File: src/rtl/adc_param_ctrl.sv
// ADC-driven parameter controller: captures SPI frame words into shadow registers and
// commits them to the harmonic datapath only on sequencer sample boundaries.
module adc_param_ctrl #(
    parameter int unsigned DIV_BIT       = 9,
    parameter logic [15:0] MAX_FREQ_STEP = 16'd64,
    parameter logic [15:0] FREQ_MIN      = 16'd8,
    parameter logic [15:0] FREQ_MAX      = 16'd4000,
    parameter logic [23:0] STALE_CYCLES  = 24'd7200000,
    parameter logic [15:0] RESET_FREQ    = 16'd50,
    parameter logic [15:0] RESET_FSCALE  = 16'd120,
    parameter int unsigned RESET_HSCALE  = 270,
    parameter int unsigned RESET_INIT    = 511
) (
    input  logic               fpga_clock,
    input  logic               reset,
    input  logic               i_Data_Received,
    input  logic [15:0]        i_Data0,
    input  logic [15:0]        i_Data1,
    input  logic [15:0]        i_Data2,
    input  logic [15:0]        i_Data3,
    input  logic               i_Commit,
    output logic [15:0]        o_Frequency,
    output logic [15:0]        o_Freq_Scale,
    output logic [DIV_BIT-1:0] o_Harmonic_Scale,
    output logic [DIV_BIT-1:0] o_Scale_Initial,
    output logic               o_Update_Pending,
    output logic               o_Adc_Stale,
    output logic [7:0]         o_Frame_Count
);

    localparam logic [DIV_BIT-1:0] RST_HSCALE = DIV_BIT'(RESET_HSCALE);
    localparam logic [DIV_BIT-1:0] RST_INIT   = DIV_BIT'(RESET_INIT);
    localparam logic signed [16:0] STEP       = $signed({1'b0, MAX_FREQ_STEP});

    typedef enum logic [1:0] {IDLE, PENDING, SLEW} state_t;

    state_t               state_q, state_d;
    logic                 data_rx_q;
    logic                 capture;
    logic                 commit;
    logic [15:0]          shd_freq, shd_fscale;
    logic [DIV_BIT-1:0]   shd_hscale, shd_init;
    logic [15:0]          freq_clamped;
    logic [15:0]          freq_step;
    logic signed [16:0]   freq_diff;
    logic [23:0]          stale_cnt, stale_next;

    // Oversized scale words saturate rather than wrap
    function automatic logic [DIV_BIT-1:0] sat_scale(input logic [15:0] d);
        if (|d[15:DIV_BIT]) return '1;
        return d[DIV_BIT-1:0];
    endfunction

    assign capture = i_Data_Received & ~data_rx_q;

    always_comb begin
        freq_clamped = i_Data0;
        if (i_Data0 < FREQ_MIN)      freq_clamped = FREQ_MIN;
        else if (i_Data0 > FREQ_MAX) freq_clamped = FREQ_MAX;
    end

    // One bounded frequency step toward the shadow target
    assign freq_diff = $signed({1'b0, shd_freq}) - $signed({1'b0, o_Frequency});

    always_comb begin
        freq_step = shd_freq;
        if (freq_diff > STEP)       freq_step = o_Frequency + MAX_FREQ_STEP;
        else if (freq_diff < -STEP) freq_step = o_Frequency - MAX_FREQ_STEP;
    end

    always_ff @(posedge fpga_clock) begin
        if (reset) state_q <= IDLE;
        else       state_q <= state_d;
    end

    // A capture always wins the next state; commit in IDLE is ignored
    always_comb begin
        state_d = state_q;
        commit  = 1'b0;
        case (state_q)
            IDLE: begin
                if (capture) state_d = PENDING;
            end
            PENDING, SLEW: begin
                if (i_Commit) begin
                    commit  = 1'b1;
                    state_d = (freq_step == shd_freq) ? IDLE : SLEW;
                end
                if (capture) state_d = PENDING;
            end
            default: state_d = IDLE;
        endcase
    end

    always_ff @(posedge fpga_clock) begin
        if (reset) begin
            data_rx_q     <= 1'b0;
            shd_freq      <= RESET_FREQ;
            shd_fscale    <= RESET_FSCALE;
            shd_hscale    <= RST_HSCALE;
            shd_init      <= RST_INIT;
            o_Frame_Count <= 8'd0;
        end else begin
            data_rx_q <= i_Data_Received;
            if (capture) begin
                shd_freq      <= freq_clamped;
                shd_fscale    <= i_Data3;
                shd_hscale    <= sat_scale(i_Data1);
                shd_init      <= sat_scale(i_Data2);
                o_Frame_Count <= o_Frame_Count + 8'd1;
            end
        end
    end

    // Active parameters move only on a commit; the commit reads the pre-capture shadow
    always_ff @(posedge fpga_clock) begin
        if (reset) begin
            o_Frequency      <= RESET_FREQ;
            o_Freq_Scale     <= RESET_FSCALE;
            o_Harmonic_Scale <= RST_HSCALE;
            o_Scale_Initial  <= RST_INIT;
            o_Update_Pending <= 1'b0;
        end else begin
            o_Update_Pending <= (state_d != IDLE);
            if (commit) begin
                o_Frequency      <= freq_step;
                o_Freq_Scale     <= shd_fscale;
                o_Harmonic_Scale <= shd_hscale;
                o_Scale_Initial  <= shd_init;
            end
        end
    end

    always_comb begin
        if (capture)                        stale_next = 24'd0;
        else if (stale_cnt == STALE_CYCLES) stale_next = stale_cnt;
        else                                stale_next = stale_cnt + 24'd1;
    end

    always_ff @(posedge fpga_clock) begin
        if (reset) begin
            stale_cnt   <= 24'd0;
            o_Adc_Stale <= 1'b0;
        end else begin
            stale_cnt   <= stale_next;
            o_Adc_Stale <= (stale_next == STALE_CYCLES);
        end
    end

endmodule

File: config.mk
export PLATFORM = sky130hd
export DESIGN_NAME = adc_param_ctrl
export DESIGN_NICKNAME = d
export VERILOG_FILES = /design/src/rtl/adc_param_ctrl.sv
export SDC_FILE = /design/constraint.sdc
export NUM_CORES = 1
export LEC_CHECK = 0
export ABC_AREA = 1
export CELL_PAD_IN_SITES_DETAIL_PLACEMENT = 1
export CELL_PAD_IN_SITES_GLOBAL_PLACEMENT = 1
export CORE_MARGIN = 8
export CORE_UTILIZATION = 39
export CTS_BUF_LIST = sky130_fd_sc_hd__clkbuf_2
export DETAILED_ROUTE_END_ITERATION = 7
export GPL_TIMING_DRIVEN = 0
export PLACE_DENSITY = 0.84
export SLEW_MARGIN = 25
export SYNTH_ARGS = -nofsm -noshare
export SYNTH_HDL_FRONTEND = slang
export SYNTH_SLANG_ARGS = --single-unit
File: constraint.sdc
create_clock -name fpga_clock -period 3.7 [get_ports fpga_clock]
set_input_delay 0.555 -clock fpga_clock [delete_from_list [all_inputs] [get_ports fpga_clock]]
set_output_delay 0.555 -clock fpga_clock [all_outputs]
set_load 0.1 [all_outputs]
# Word level (Yosys, flattened, before mapping)
# Cells that the tools add are included.
[op_classes] n_eq_ne=5 muxes=23 magnitude_cmp=4 bitwise_logic=2 add_sub_neg=5 reduce_logical=5
[op_table] cell="two-way mux 16 bit" count=4
[op_table] cell="== test 24 x 23 -> 1 bit, second input constant" count=2
[op_table] cell="two-way mux 24 bit" count=2
[op_table] cell="two-way mux 9 bit" count=4
[op_table] cell="adder 24 x 1 -> 24 bit, second input constant" count=1
[op_table] cell="greater-than comparator 17 x 8 -> 1 bit, second input constant" count=1
[op_table] cell="< comparator 17 x 7 -> 1 bit, second input constant" count=1
[op_table] cell="subtractor 16 x 16 -> 17 bit" count=1
[op_table] cell="adder 16 x 7 -> 16 bit, second input constant" count=1
[op_table] cell="== test 16 bit" count=1
[op_table] cell="greater-than comparator 16 x 12 -> 1 bit, second input constant" count=1
[op_table] cell="< comparator 16 x 4 -> 1 bit, second input constant" count=1
[op_table] cell="subtractor 16 x 7 -> 16 bit, second input constant" count=1
[op_table] cell="OR reduction 7 bit" count=2
[op_table] cell="adder 8 x 1 -> 8 bit, second input constant" count=1
[op_table] cell="two-way mux 1 bit" count=8
[op_table] cell="two-way mux 2 bit" count=4
[op_table] cell="one-hot mux 2 bit (2 select lines)" count=1
[op_table] cell="== test 2 x 1 -> 1 bit, second input constant" count=1
[op_table] cell="== test 2 bit, second input constant" count=1
[op_table] cell="zero test 2 bit" count=1
[op_table] cell="nonzero test 2 bit" count=1
[op_table] cell="OR reduction 2 bit" count=1
[op_table] cell="bitwise AND 1 bit" count=1
[op_table] cell="NOT 1 bit" count=1
[word_totals] output_inout_bits=60 in_bits=68 ff_bits=137

# Longest topological paths before layout
# Gate-level depths: netlist of run 1.
[depth] depth_word=10 mapped_depth=30 depth_no_buf=29

# Least setup slack after synthesis of run 1
# OpenSTA, ideal clock, no wires.
[synth_path] kind="register to register" start="reg o_Frequency[6]" end="reg o_Update_Pending" slack_ps=131 path_buffers=1 stages_incl_launch_ff=28 period_less_slack_ps=3569 arrival_time_ps=3455 t_required_ps=3586 cell_sequence="dfxtp_1 > inv_1 > ha_1 > nand2_2 > inv_2 > a21oi_1 > nand2_2 > nand2_1 > nand2_1 > nor2_1 > nand3_1 > nor2_4 > nand2_4 > nand2_4 > buf_6 > nand2_1 > nand3_2 > nand2_2 > nand2_1 > nand2_1 > nor2_1 > nand2_1 > nor2_1 > nand2_1 > nand2_1 > nand2_1 > nand2_1 > nand2_1"
[synth_between] elab_chain_cells=10
[synth_lines] item="start: declaration" line="22" rtl="output logic [15:0] o_Frequency,"
[synth_lines] item="start signal: assignment" line="126" rtl="o_Frequency <= freq_step;"
[synth_lines] item="subtractor 16 x 16 -> 17 bit" line="63" rtl="assign freq_diff = $signed({1'b0, shd_freq}) - $signed({1'b0, o_Frequency});"
[synth_lines] item="< comparator 17 x 7 -> 1 bit" line="68" rtl="else if (freq_diff < -STEP) freq_step = o_Frequency - MAX_FREQ_STEP;"
[synth_lines] item="two-way mux 16 bit" line="68"
[synth_lines] item="two-way mux 16 bit (*)" line="67" rtl="if (freq_diff > STEP) freq_step = o_Frequency + MAX_FREQ_STEP;"
[synth_lines] item="== test 16 bit (*)" line="87" rtl="state_d = (freq_step == shd_freq) ? IDLE : SLEW;"
[synth_lines] item="two-way mux 2 bit (*)" line="87"
[synth_lines] item="two-way mux 2 bit (*)" line="85" rtl="if (i_Commit) begin"
[synth_lines] item="two-way mux 2 bit (*)" line="89" rtl="if (capture) state_d = PENDING;"
[synth_lines] item="one-hot mux 2 bit (2 select lines) (*)" line="80" rtl="case (state_q)"
[synth_lines] item="nonzero test 2 bit (*)" line="124" rtl="o_Update_Pending <= (state_d != IDLE);"
[synth_lines] item="end signal: assignment" line="124"
[synth_lines] item="end: declaration" line="26" rtl="output logic o_Update_Pending,"
# Every way passes the cells marked *; elsewhere a longest branch is shown, timed or not.
# A chain may end at the register's enable or synchronous reset.

# Worst setup path after layout of run 1
[layout_path] start="reg o_Frequency[9]" end="reg o_Update_Pending"
# Same word-level chain as after synthesis.

==> impl_metrics.env, run 1 <==
export IMPL_area_delta_synth_final_pct=24.4
export IMPL_synth_edf_count=0
export IMPL_slew_headroom_pct=29.8
export IMPL_dieHeight_um=156
export IMPL_rows=51
export IMPL_place_hpwl_um=21600
export IMPL_cts_path_max_buffers=2
export IMPL_slew_viol_final=0
export IMPL_initialDrtViolationCount=325
export IMPL_start_util_pct=39.5
export IMPL_synth_avg_cell_area_um2=6.70
export IMPL_numCtsBuffers=17
export IMPL_fillCellCount=2613
export IMPL_final_min_clock_period_ns=3.44
export IMPL_antenna_found_initial=1
export IMPL_setup_viol=0
export IMPL_cts_resized=0
export IMPL_startpoint_type="flop"
export IMPL_cts_sinks=137
export IMPL_first_global_vias=8376
export IMPL_pwr_share_seq_pct=36.5
export IMPL_insertion_delay_ns=0.73
export IMPL_crit_fanout=9
export IMPL_fmax_mhz=291
export IMPL_ios=128
export IMPL_worst_slew_pin_slew_ns=1.05
export IMPL_finalCritPeriodShare_pct=92.9
export IMPL_ys_seq_area_share_pct=35.8
export IMPL_coreArea_um2=19400
export IMPL_leakage_nw=4.34
export IMPL_setup_tns_ns=0
export IMPL_multi_input_area_um2=4160
export IMPL_ff2ff_path_depth=25
export IMPL_dr_pass1_iters=5
export IMPL_post_drt_via_cell_ratio=5.13
export IMPL_r2r_start="o_Frequency[9]"
export IMPL_track_usage_pct=21.9
export IMPL_power_density_nw_per_um2=472
export IMPL_syn_inst=1143
export IMPL_via_count=8045
export IMPL_ant_nets=0
export IMPL_io_buffer_count=127
export IMPL_crit_arrival_ns=4.08
export IMPL_synth_async_reset_ratio_pct=0
export IMPL_drive_gt1_share_pct=7.38
export IMPL_place_congestion=0.835
export IMPL_worst_setup_path_type="flop to flop"
export IMPL_yosysWarnings=0
export IMPL_wl_um=26800
export IMPL_reg2reg_setup_slack_ns=0.26
export IMPL_crit_path_end="o_Update_Pending"
export IMPL_rsz0062_at_grt="no"
export IMPL_cts_tree="done"
export IMPL_synth_cell_type_count=51
export IMPL_holdBufCountCts=0
export IMPL_drc=0
export IMPL_switching_share_pct=46.1
export IMPL_overflow=0
export IMPL_ys_flop_type="dfxtp_1"
export IMPL_cts_root_buf="clkbuf_2"
export IMPL_dieArea_um2=24400
export IMPL_grt_pass1_wl_um=42400
export IMPL_clkSlewWorstSetupHoldPaths_ns=0.25
export IMPL_regArea_um2=2750
export IMPL_cp_required_ns=4.34
export IMPL_syn_area_um2=7660
export IMPL_htreeDepth=4
export IMPL_syn_nets=1235
export IMPL_cp_end_kind="flop"
export IMPL_final_core_util_pct=49.1
export IMPL_grt_max_degree=17
export IMPL_status="finished clean"
export IMPL_drt_wirelength_per_cell_um=17.1
export IMPL_hp_class="input port to flop"
export IMPL_p_clk_share_pct=20.7
export IMPL_finalHoldViolCount=0
export IMPL_die_w_um=156
export IMPL_ys_ff_latch=137
export IMPL_intPower_mw=2.42
export IMPL_cap_violations=0
export IMPL_skew_ns=0.0347
export IMPL_postCtsSetupRepairBufs=0
export IMPL_hp_start="i_Data2[0]"
export IMPL_nets=1379
export IMPL_power_switching_mw=2.07
export IMPL_p_comb_share_pct=42.8
export IMPL_r2r_end="o_Update_Pending"
export IMPL_crit_start="o_Frequency[9]"
export IMPL_irDropWorstVdd_v=0.000239
worst max-delay path: stages, from the launching register on:
cell,delay [ns]
dfxtp_2,0.47
inv_1,0.16
ha_1,0.45
nand2_1,0.12
nor2_2,0.15
nand3_1,0.15
nand3_1,0.13
nand2_1,0.06
nand2_1,0.10
nand3_1,0.10
nor2_2,0.12
nand3_2,0.11
nand2_4,0.16
inv_2,0.12
nand2_1,0.10
nand2_1,0.07
nand2_1,0.11
nand2_1,0.07
nor2_1,0.12
nand2_1,0.06
nor2_1,0.08
nand2_1,0.09
nand2_1,0.06
nand2_1,0.06
nand2_1,0.08
nand2_1,0.05
Yosys cell counts, types with 2 or more instances:
library cell  count  area share, %
inv_1           156            7.6
or2_2             3           0.25
nor3b_1           3           0.29
nand3_2           7           0.91
clkbuf_1         25            1.2
nand2_4           4           0.59
o21ai_0          58            3.8
xnor2_1           4           0.46
buf_6             3           0.44
nand2_2          12           0.98
o22ai_1           5           0.41
xor2_1           22            2.5
nand3_1         109            7.1
a211oi_1          2           0.20
a21oi_1          47            3.1
o22a_1            4           0.46
ha_1             23            3.8
inv_2             7           0.34
a22o_1           12            1.4
nor2_2            7           0.57
nor3_1           26            1.7
dfxtp_1         137             36
nor2_1          146            7.2
clkinv_1          2          0.098
or4_1             3           0.29
buf_1             6           0.29
nand4_1          22            1.8
and3_1            2           0.16
nand2_1         248             12
nor4_1           11           0.90
o211ai_1          6           0.59
and2_1            2           0.16
sequential cells by signal (all words and copies together) (netlist names):
signal,count
shd_freq,16
shd_init,9
o_Harmonic_Scale,9
o_Frequency,16
o_Frame_Count,8
o_Freq_Scale,16
stale_cnt,24
o_Adc_Stale,1
o_Update_Pending,1
o_Scale_Initial,9
data_rx_q,1
state_q,2
shd_fscale,16
shd_hscale,9
stage by stage:
step	cell area, um2	power (mW)	std cells	hold slack [ns]	setup slack, ns
after floorplan	7660	3.05	1143	0.430	0.131
after global placement	9260	3.53	1535	0.436	0.238
after detailed placement	9280	3.59	1536	0.449	0.174
after CTS	9520	4.52	1568	0.308	0.124
after global routing	9530	4.78	1567	0.332	0.00673
final	9530	4.49	1567	0.381	0.262
placed cells by master, fill, tap and decap left out, drive strengths merged, types with 4 or more instances in the layout:
cell / n
a21oi: 48
a22o: 12
buf: 12
clkbuf: 39
clkdlybuf4s50: 127
clkinv: 5
dfxtp: 137
ha: 23
inv: 171
nand2: 264
nand3: 116
nand4: 23
nor2: 154
nor3: 28
nor3b: 4
nor4: 11
o211ai: 6
o21ai: 59
o22a: 4
o22ai: 5
xnor2: 4
xor2: 22
routing by layer:
metal	wire length, um	GRT usage, %
met3	1040	3.49
met2	13500	38.5
met4	584	7.23
met1	11700	26.7
met5	0	0
worst min-delay path by stage:
stage | end | depth (start not counted) | slack [ns]
final | shd_init[0] | 3 | 0.38
after global routing | shd_init[4] | 3 | 0.33
after CTS | shd_init[4] | 3 | 0.31
after detailed placement | o_Harmonic_Scale[3] | 2 | 0.45
after global placement | o_Harmonic_Scale[8] | 2 | 0.44
after floorplan | o_Harmonic_Scale[1] | 2 | 0.43
power by group through the flow:
stage	Clock (mW)	Sequential, mW	Combinational [mW]
detailed placement	0	1.66	1.92
global placement	0	1.66	1.87
finish	0.930	1.64	1.92
floorplan	0	2.04	1.00
global route	1.02	1.65	2.11
CTS	0.956	1.63	1.93
cell type report:
class | instances | share of cell area, %
Clock buffer | 17 | 0.893
Antenna cell | 2 | 0.0525
Tap cell | 265 | 3.48
Sequential cell | 137 | 28.8
Timing Repair Buffer | 128 | 13.4
Multi-Input combinational cell | 805 | 43.6
Inverter | 165 | 6.50
Buffer | 33 | 1.59
Clock inverter | 15 | 1.64
kinds of logic after synthesis:
logic type | Yosys count | share of synthesized area [%]
AOI/OAI and AO/OA | 142 | 10.8
buffers and inverters | 201 | 10.2
adders and majority gates | 24 | 4.02
DFF | 137 | 35.8
xor gates and xnor gates | 26 | 2.97
and+or+nand+nor | 613 | 36.1
(Power assumes the default switching activity.)
==> run 2: changes to the inputs <==
--- a/config.mk
+++ b/config.mk
@@ -14,7 +14,6 @@
 export DETAILED_ROUTE_END_ITERATION = 7
 export GPL_TIMING_DRIVEN = 0
 export PLACE_DENSITY = 0.84
-export SLEW_MARGIN = 25
 export SYNTH_ARGS = -nofsm -noshare
 export SYNTH_HDL_FRONTEND = slang
 export SYNTH_SLANG_ARGS = --single-unit
==> constraint.sdc (replaced) <==
create_clock -name fpga_clock -period 3.8 [get_ports fpga_clock]
set_input_delay 0.57 -clock fpga_clock [delete_from_list [all_inputs] [get_ports fpga_clock]]
set_output_delay 0.57 -clock fpga_clock [all_outputs]
set_load 0.1 [all_outputs]
==> run 2 against run 1 <==
Against the previous run:
- worst hold slack better by 0.020 ns
- maximum frequency shrank 2.9%
- sequential power is 2% lower
- final area fell by 0.30%
- die area stayed put
- via count grew 0.63%
- critical endpoint unchanged
- largest power group unchanged
- highest routed layer unchanged
==> impl_metrics.env, run 2 (synthesis gave the netlist of run 1 again) <==
export IMPL_p_comb_share_pct=43.2
export IMPL_pwr_share_seq_pct=36.7
export IMPL_holdBufCountCts=0
export IMPL_start_util_pct=39.5
export IMPL_slew_viol_final=0
export IMPL_place_congestion=0.835
export IMPL_reg2reg_setup_slack_ns=0.26
export IMPL_grt_max_degree=17
export IMPL_final_common_cell="nand2_1"
export IMPL_cts_resized=0
export IMPL_leakage_nw=4.31
export IMPL_hold_path_end="shd_init[0]"
export IMPL_rsz0062_at_grt="no"
export IMPL_largest_register="stale_cnt"
export IMPL_wl_um=27200
export IMPL_track_usage_pct=22.1
export IMPL_hp_start="i_Data2[0]"
export IMPL_area_delta_synth_final_pct=24.1
export IMPL_worst_setup_path_type="flop to flop"
export IMPL_critPathMaxStageDelay_ns=0.55
export IMPL_pre_cts_slack_ns=0.254
export IMPL_hp_class="input port to flop"
export IMPL_cts_root_buf="clkbuf_2"
export IMPL_crit_buf_inv=2
export IMPL_ff2ff_path_depth=25
export IMPL_cp_end_kind="flop"
export IMPL_post_drt_via_cell_ratio=5.17
export IMPL_crit_arrival_ns=4.21
export IMPL_slew_headroom_pct=30.5
export IMPL_dieArea_um2=24400
export IMPL_coreArea_um2=19400
export IMPL_power_density_nw_per_um2=457
export IMPL_grt_pass1_wl_um=42500
export IMPL_p_clk_share_pct=20.1
export IMPL_cts_sinks=137
export IMPL_clkSlewWorstSetupHoldPaths_ns=0.22
export IMPL_overflow=0
export IMPL_holdPathStages=3
export IMPL_dp_cells=1535
export IMPL_first_global_vias=8331
export IMPL_largest_reg_flops=24
export IMPL_drt_wirelength_per_cell_um=17.3
export IMPL_drive_gt1_share_pct=6.77
export IMPL_crit_start="o_Frequency[9]"
export IMPL_postCtsSetupRepairBufs=0
export IMPL_irDropWorstVdd_v=0.000259
export IMPL_cts_tree="done"
export IMPL_drc=0
export IMPL_final_core_util_pct=49.0
export IMPL_r2r_end="o_Update_Pending"
export IMPL_dieHeight_um=156
export IMPL_fmax_mhz=282
export IMPL_initialDrtViolationCount=374
export IMPL_fin_ws_ns=0.259
export IMPL_insertion_delay_ns=0.76
export IMPL_io_buffer_count=127
export IMPL_crit_top_cell="nand2_1"
export IMPL_ant_nets=0
export IMPL_holdWs_ns=0.401
export IMPL_worst_slew_pin_slew_ns=1.04
export IMPL_antenna_found_initial=1
export IMPL_stdcell_count=1566
export IMPL_power_switching_mw=2.00
export IMPL_finalCritPeriodShare_pct=93.2
export IMPL_dr_pass1_iters=5
export IMPL_crit_fanout=9
export IMPL_final_min_clock_period_ns=3.54
export IMPL_switching_share_pct=46.1
export IMPL_rows=51
export IMPL_skew_ns=0.0375
export IMPL_cts_path_max_buffers=2
export IMPL_ios=128
export IMPL_numCtsBuffers=17
export IMPL_final_cell_area_um2=9500
export IMPL_cpMaxStageDelayCell="dfxtp_1"
export IMPL_total_power_mw=4.35
export IMPL_setup_tns_ns=0
export IMPL_critical_path_top_delay_family="simple AND/OR/NAND/NOR gates"
export IMPL_via_count=8096
export IMPL_cap_violations=0
export IMPL_finalHoldViolCount=0
export IMPL_startpoint_type="flop"
export IMPL_place_area_um2=9270
export IMPL_status="finished clean"
export IMPL_nets=1379
export IMPL_final_cell_mix="248 x nand2_1, 156 x inv_1, 145 x nor2_1"
export IMPL_htreeDepth=4
export IMPL_setup_viol=0
export IMPL_place_hpwl_um=21500
export IMPL_r2r_start="o_Frequency[9]"
export IMPL_die_w_um=156
export IMPL_intPower_mw=2.34
export IMPL_fillCellCount=2641
export IMPL_cp_required_ns=4.47
## run 2: cell types whose count changed in the layout (fill, tap and decap cells not counted), moves of 2 or more
cell        delta
inv_8          -2
clkinvlp_4     +3
dfxtp_2        -4
dfxtp_1        +4
## run 2: tightest hold or removal path: cells and delay by family
kind / cells / cell delay, ns
AOI/OAI and AO/OA: 1 / 0.06
buffers and inverters: 1 / 0.39
and+or+nand+nor: 1 / 0.10
## run 2: metal layers
| layer | track usage (%) | share of wire, % | vias up |
|---|---|---|---|
| li1 | - | - | 3987 |
| met4 | 7.55 | 2.4 | 0 |
| met1 | 27.0 | 44 | 3922 |
| met5 | 0 | 0 | - |
| met3 | 3.60 | 3.6 | 37 |
| met2 | 38.5 | 50 | 150 |
## run 2: how the worst max path moves through the flow
| stage | end | slack, ns | depth (start not counted) |
|---|---|---|---|
| 2_1_floorplan | o_Update_Pending | 0.23 | 27 |
| 3_3_place_gp | o_Update_Pending | 0.34 | 25 |
| 3_5_place_dp | o_Update_Pending | 0.25 | 26 |
| 4_1_cts | o_Update_Pending | 0.22 | 26 |
| 5_1_grt | o_Update_Pending | 0.01 | 25 |
| 6_report | o_Update_Pending | 0.26 | 25 |
## run 2: layout make-up
class / instances / area (um2) / area share, %
repair buffers: 127 / 1270 / 13.4
clock inverters: 15 / 144 / 1.51
clock buffers: 17 / 85.1 / 0.895
multi-input cells: 805 / 4150 / 43.7
diodes: 1 / 2.50 / 0.0263
flip-flops and latches: 137 / 2740 / 28.9
well taps: 265 / 332 / 3.49
plain buffers: 34 / 155 / 1.63
inverters: 165 / 619 / 6.52
## run 2: power groups by stage
| stage | Combinational, mW | Sequential [mW] | Clock, mW |
|---|---|---|---|
| 2_1_floorplan | 0.978 | 1.99 | 0 |
| 3_3_place_gp | 1.82 | 1.61 | 0 |
| 6_report | 1.88 | 1.60 | 0.873 |
| 5_1_grt | 2.05 | 1.61 | 0.951 |
| 3_5_place_dp | 1.87 | 1.62 | 0 |
| 4_1_cts | 1.88 | 1.59 | 0.895 |
==> run 3: changes to the inputs <==
--- a/config.mk
+++ b/config.mk
@@ -9,11 +9,11 @@
 export CELL_PAD_IN_SITES_DETAIL_PLACEMENT = 1
 export CELL_PAD_IN_SITES_GLOBAL_PLACEMENT = 1
 export CORE_MARGIN = 8
-export CORE_UTILIZATION = 39
-export CTS_BUF_LIST = sky130_fd_sc_hd__clkbuf_2
+export CORE_UTILIZATION = 38
 export DETAILED_ROUTE_END_ITERATION = 7
 export GPL_TIMING_DRIVEN = 0
-export PLACE_DENSITY = 0.84
+export PLACE_DENSITY = 0.83
+export SKIP_CTS_REPAIR_TIMING = 1
 export SYNTH_ARGS = -nofsm -noshare
 export SYNTH_HDL_FRONTEND = slang
 export SYNTH_SLANG_ARGS = --single-unit
==> run 3 against run 2 <==
Against the previous run:
- core utilization up 0.75 points
- combinational power about the same
- register-to-register slack improved by 0.07 ns
- routed wire length rose by 3.6%
- first-iteration DRC count fell by 0.27%
- total power is 24% higher
- clock skew shrank 0.028 ns
- count of clock-buffer cells in the layout grew 1
- global-route usage is 0.26 points higher
- final cell count up 0.45%
- sequential power about the same
- die area up 2.4%
- critical endpoint unchanged
- largest cell class unchanged
==> impl_metrics.env, run 3 (synthesis gave the netlist of run 1 again) <==
export IMPL_critPathMaxStageDelay_ns=0.40
export IMPL_track_usage_pct=22.3
export IMPL_cts_tree="done"
export IMPL_worst_setup_path_type="flop to flop"
export IMPL_drive_gt1_share_pct=7.30
export IMPL_worst_slew_pin_slew_ns=1.04
export IMPL_grt_max_degree=17
export IMPL_final_min_clock_period_ns=3.47
export IMPL_setup_viol=0
export IMPL_crit_arrival_ns=3.78
export IMPL_numCtsBuffers=17
export IMPL_holdPathStages=2
export IMPL_initialDrtViolationCount=373
export IMPL_pre_cts_slack_ns=0.119
export IMPL_intPower_mw=3.29
export IMPL_status="finished clean"
export IMPL_final_core_util_pct=49.7
export IMPL_start_util_pct=38.2
export IMPL_p_comb_share_pct=35.5
export IMPL_ios=128
export IMPL_post_drt_via_cell_ratio=5.18
export IMPL_largest_reg_flops=24
export IMPL_startpoint_type="flop"
export IMPL_finalHoldViolCount=0
export IMPL_crit_fanout=9
export IMPL_switching_share_pct=38.7
export IMPL_setup_tns_ns=0
export IMPL_nets=1381
export IMPL_first_global_vias=8345
export IMPL_rows=52
export IMPL_wl_um=28200
export IMPL_pwr_share_seq_pct=29.7
export IMPL_power_switching_mw=2.08
export IMPL_finalCritPeriodShare_pct=91.4
export IMPL_reg2reg_setup_slack_ns=0.33
export IMPL_via_count=8151
export IMPL_slew_headroom_pct=30.6
export IMPL_slew_viol_final=0
export IMPL_cp_end_kind="flop"
export IMPL_area_delta_synth_final_pct=30.1
export IMPL_overflow=0
export IMPL_place_congestion=0.877
export IMPL_total_power_mw=5.37
export IMPL_dr_pass1_iters=5
export IMPL_fillCellCount=2615
export IMPL_cap_violations=0
export IMPL_p_clk_share_pct=34.8
export IMPL_power_density_nw_per_um2=539
export IMPL_place_hpwl_um=21600
export IMPL_antenna_found_initial=0
export IMPL_r2r_start="o_Frequency[0]"
export IMPL_leakage_nw=4.52
export IMPL_largest_register="stale_cnt"
export IMPL_htreeDepth=4
export IMPL_fin_ws_ns=0.326
export IMPL_skew_ns=0.00944
export IMPL_coreArea_um2=20000
export IMPL_hp_class="flop to flop"
export IMPL_final_cell_mix="248 x nand2_1, 155 x inv_1, 144 x nor2_1"
export IMPL_cp_required_ns=4.11
export IMPL_dieArea_um2=25000
export IMPL_crit_top_cell="nand2_1"
export IMPL_hold_path_end="o_Scale_Initial[1]"
export IMPL_holdWs_ns=0.462
export IMPL_cts_sinks=137
export IMPL_insertion_delay_ns=0.43
export IMPL_ff2ff_path_depth=28
export IMPL_clkSlewWorstSetupHoldPaths_ns=0.06
export IMPL_cts_path_max_buffers=2
export IMPL_hp_start="shd_init[1]"
export IMPL_cts_root_buf="clkbuf_16"
export IMPL_final_common_cell="nand2_1"
export IMPL_drc=0
export IMPL_grt_pass1_wl_um=43700
export IMPL_io_buffer_count=127
export IMPL_drt_wirelength_per_cell_um=17.9
export IMPL_r2r_end="o_Update_Pending"
export IMPL_cpMaxStageDelayCell="fa_1"
export IMPL_die_w_um=158
export IMPL_fmax_mhz=288
export IMPL_ant_nets=0
export IMPL_irDropWorstVdd_v=0.000315
export IMPL_dieHeight_um=158
-- run 3: worst max path at each step --
stage	startpoint	endpoint	slack, ns
global route	shd_freq[0]	o_Update_Pending	-0.004
CTS	o_Frequency[8]	o_Update_Pending	0.09
global placement	o_Frequency[8]	o_Update_Pending	0.25
finish	o_Frequency[0]	o_Update_Pending	0.33
detailed placement	o_Frequency[8]	o_Update_Pending	0.12
floorplan	o_Frequency[6]	o_Update_Pending	0.23
-- run 3: stage by stage --
stage | std cells | instance area, um2
after floorplan | 1143 | 7660
after global placement | 1540 | 9270
after detailed placement | 1540 | 9280
after CTS | 1571 | 9940
after global routing | 1571 | 9960
final | 1573 | 9970
-- run 3: layout make-up --
cell class / count / area [um2] / share of cell area, %
diodes: 2 / 5.00 / 0.0502
plain buffers: 33 / 151 / 1.52
clock buffers: 18 / 439 / 4.41
clock inverters: 13 / 219 / 2.20
inverters: 165 / 619 / 6.21
multi-input cells: 805 / 4160 / 41.7
flip-flops and latches: 137 / 2750 / 27.6
well taps: 270 / 338 / 3.39
repair buffers: 130 / 1290 / 13.0
-- run 3: metal layers --
layer  routed length, um  part of all wire, %  GRT usage [%]
met1               12300                   44           27.8
met3                 978                  3.5           3.03
met2               14100                   50           38.3
met4                 743                  2.6           8.98
met5                   0                    0              0
-- run 3: worst max-delay path, delay by kind of cell, from the launching register on --
| family | cells | cell delay (ns) |
|---|---|---|
| adders and majority gates | 2 | 0.67 |
| DFF | 1 | 0.38 |
| and+or+nand+nor | 24 | 2.07 |
| buffers and inverters | 2 | 0.21 |
-- run 3: power groups by stage --
| stage | clock network [mW] | logic [mW] | registers [mW] |
|---|---|---|---|
| final | 1.87 | 1.91 | 1.60 |
| after global routing | 1.94 | 2.09 | 1.61 |
| after CTS | 1.88 | 1.89 | 1.59 |
| after detailed placement | 0 | 1.87 | 1.62 |
| after global placement | 0 | 1.82 | 1.61 |
| after floorplan | 0 | 0.978 | 1.99 |
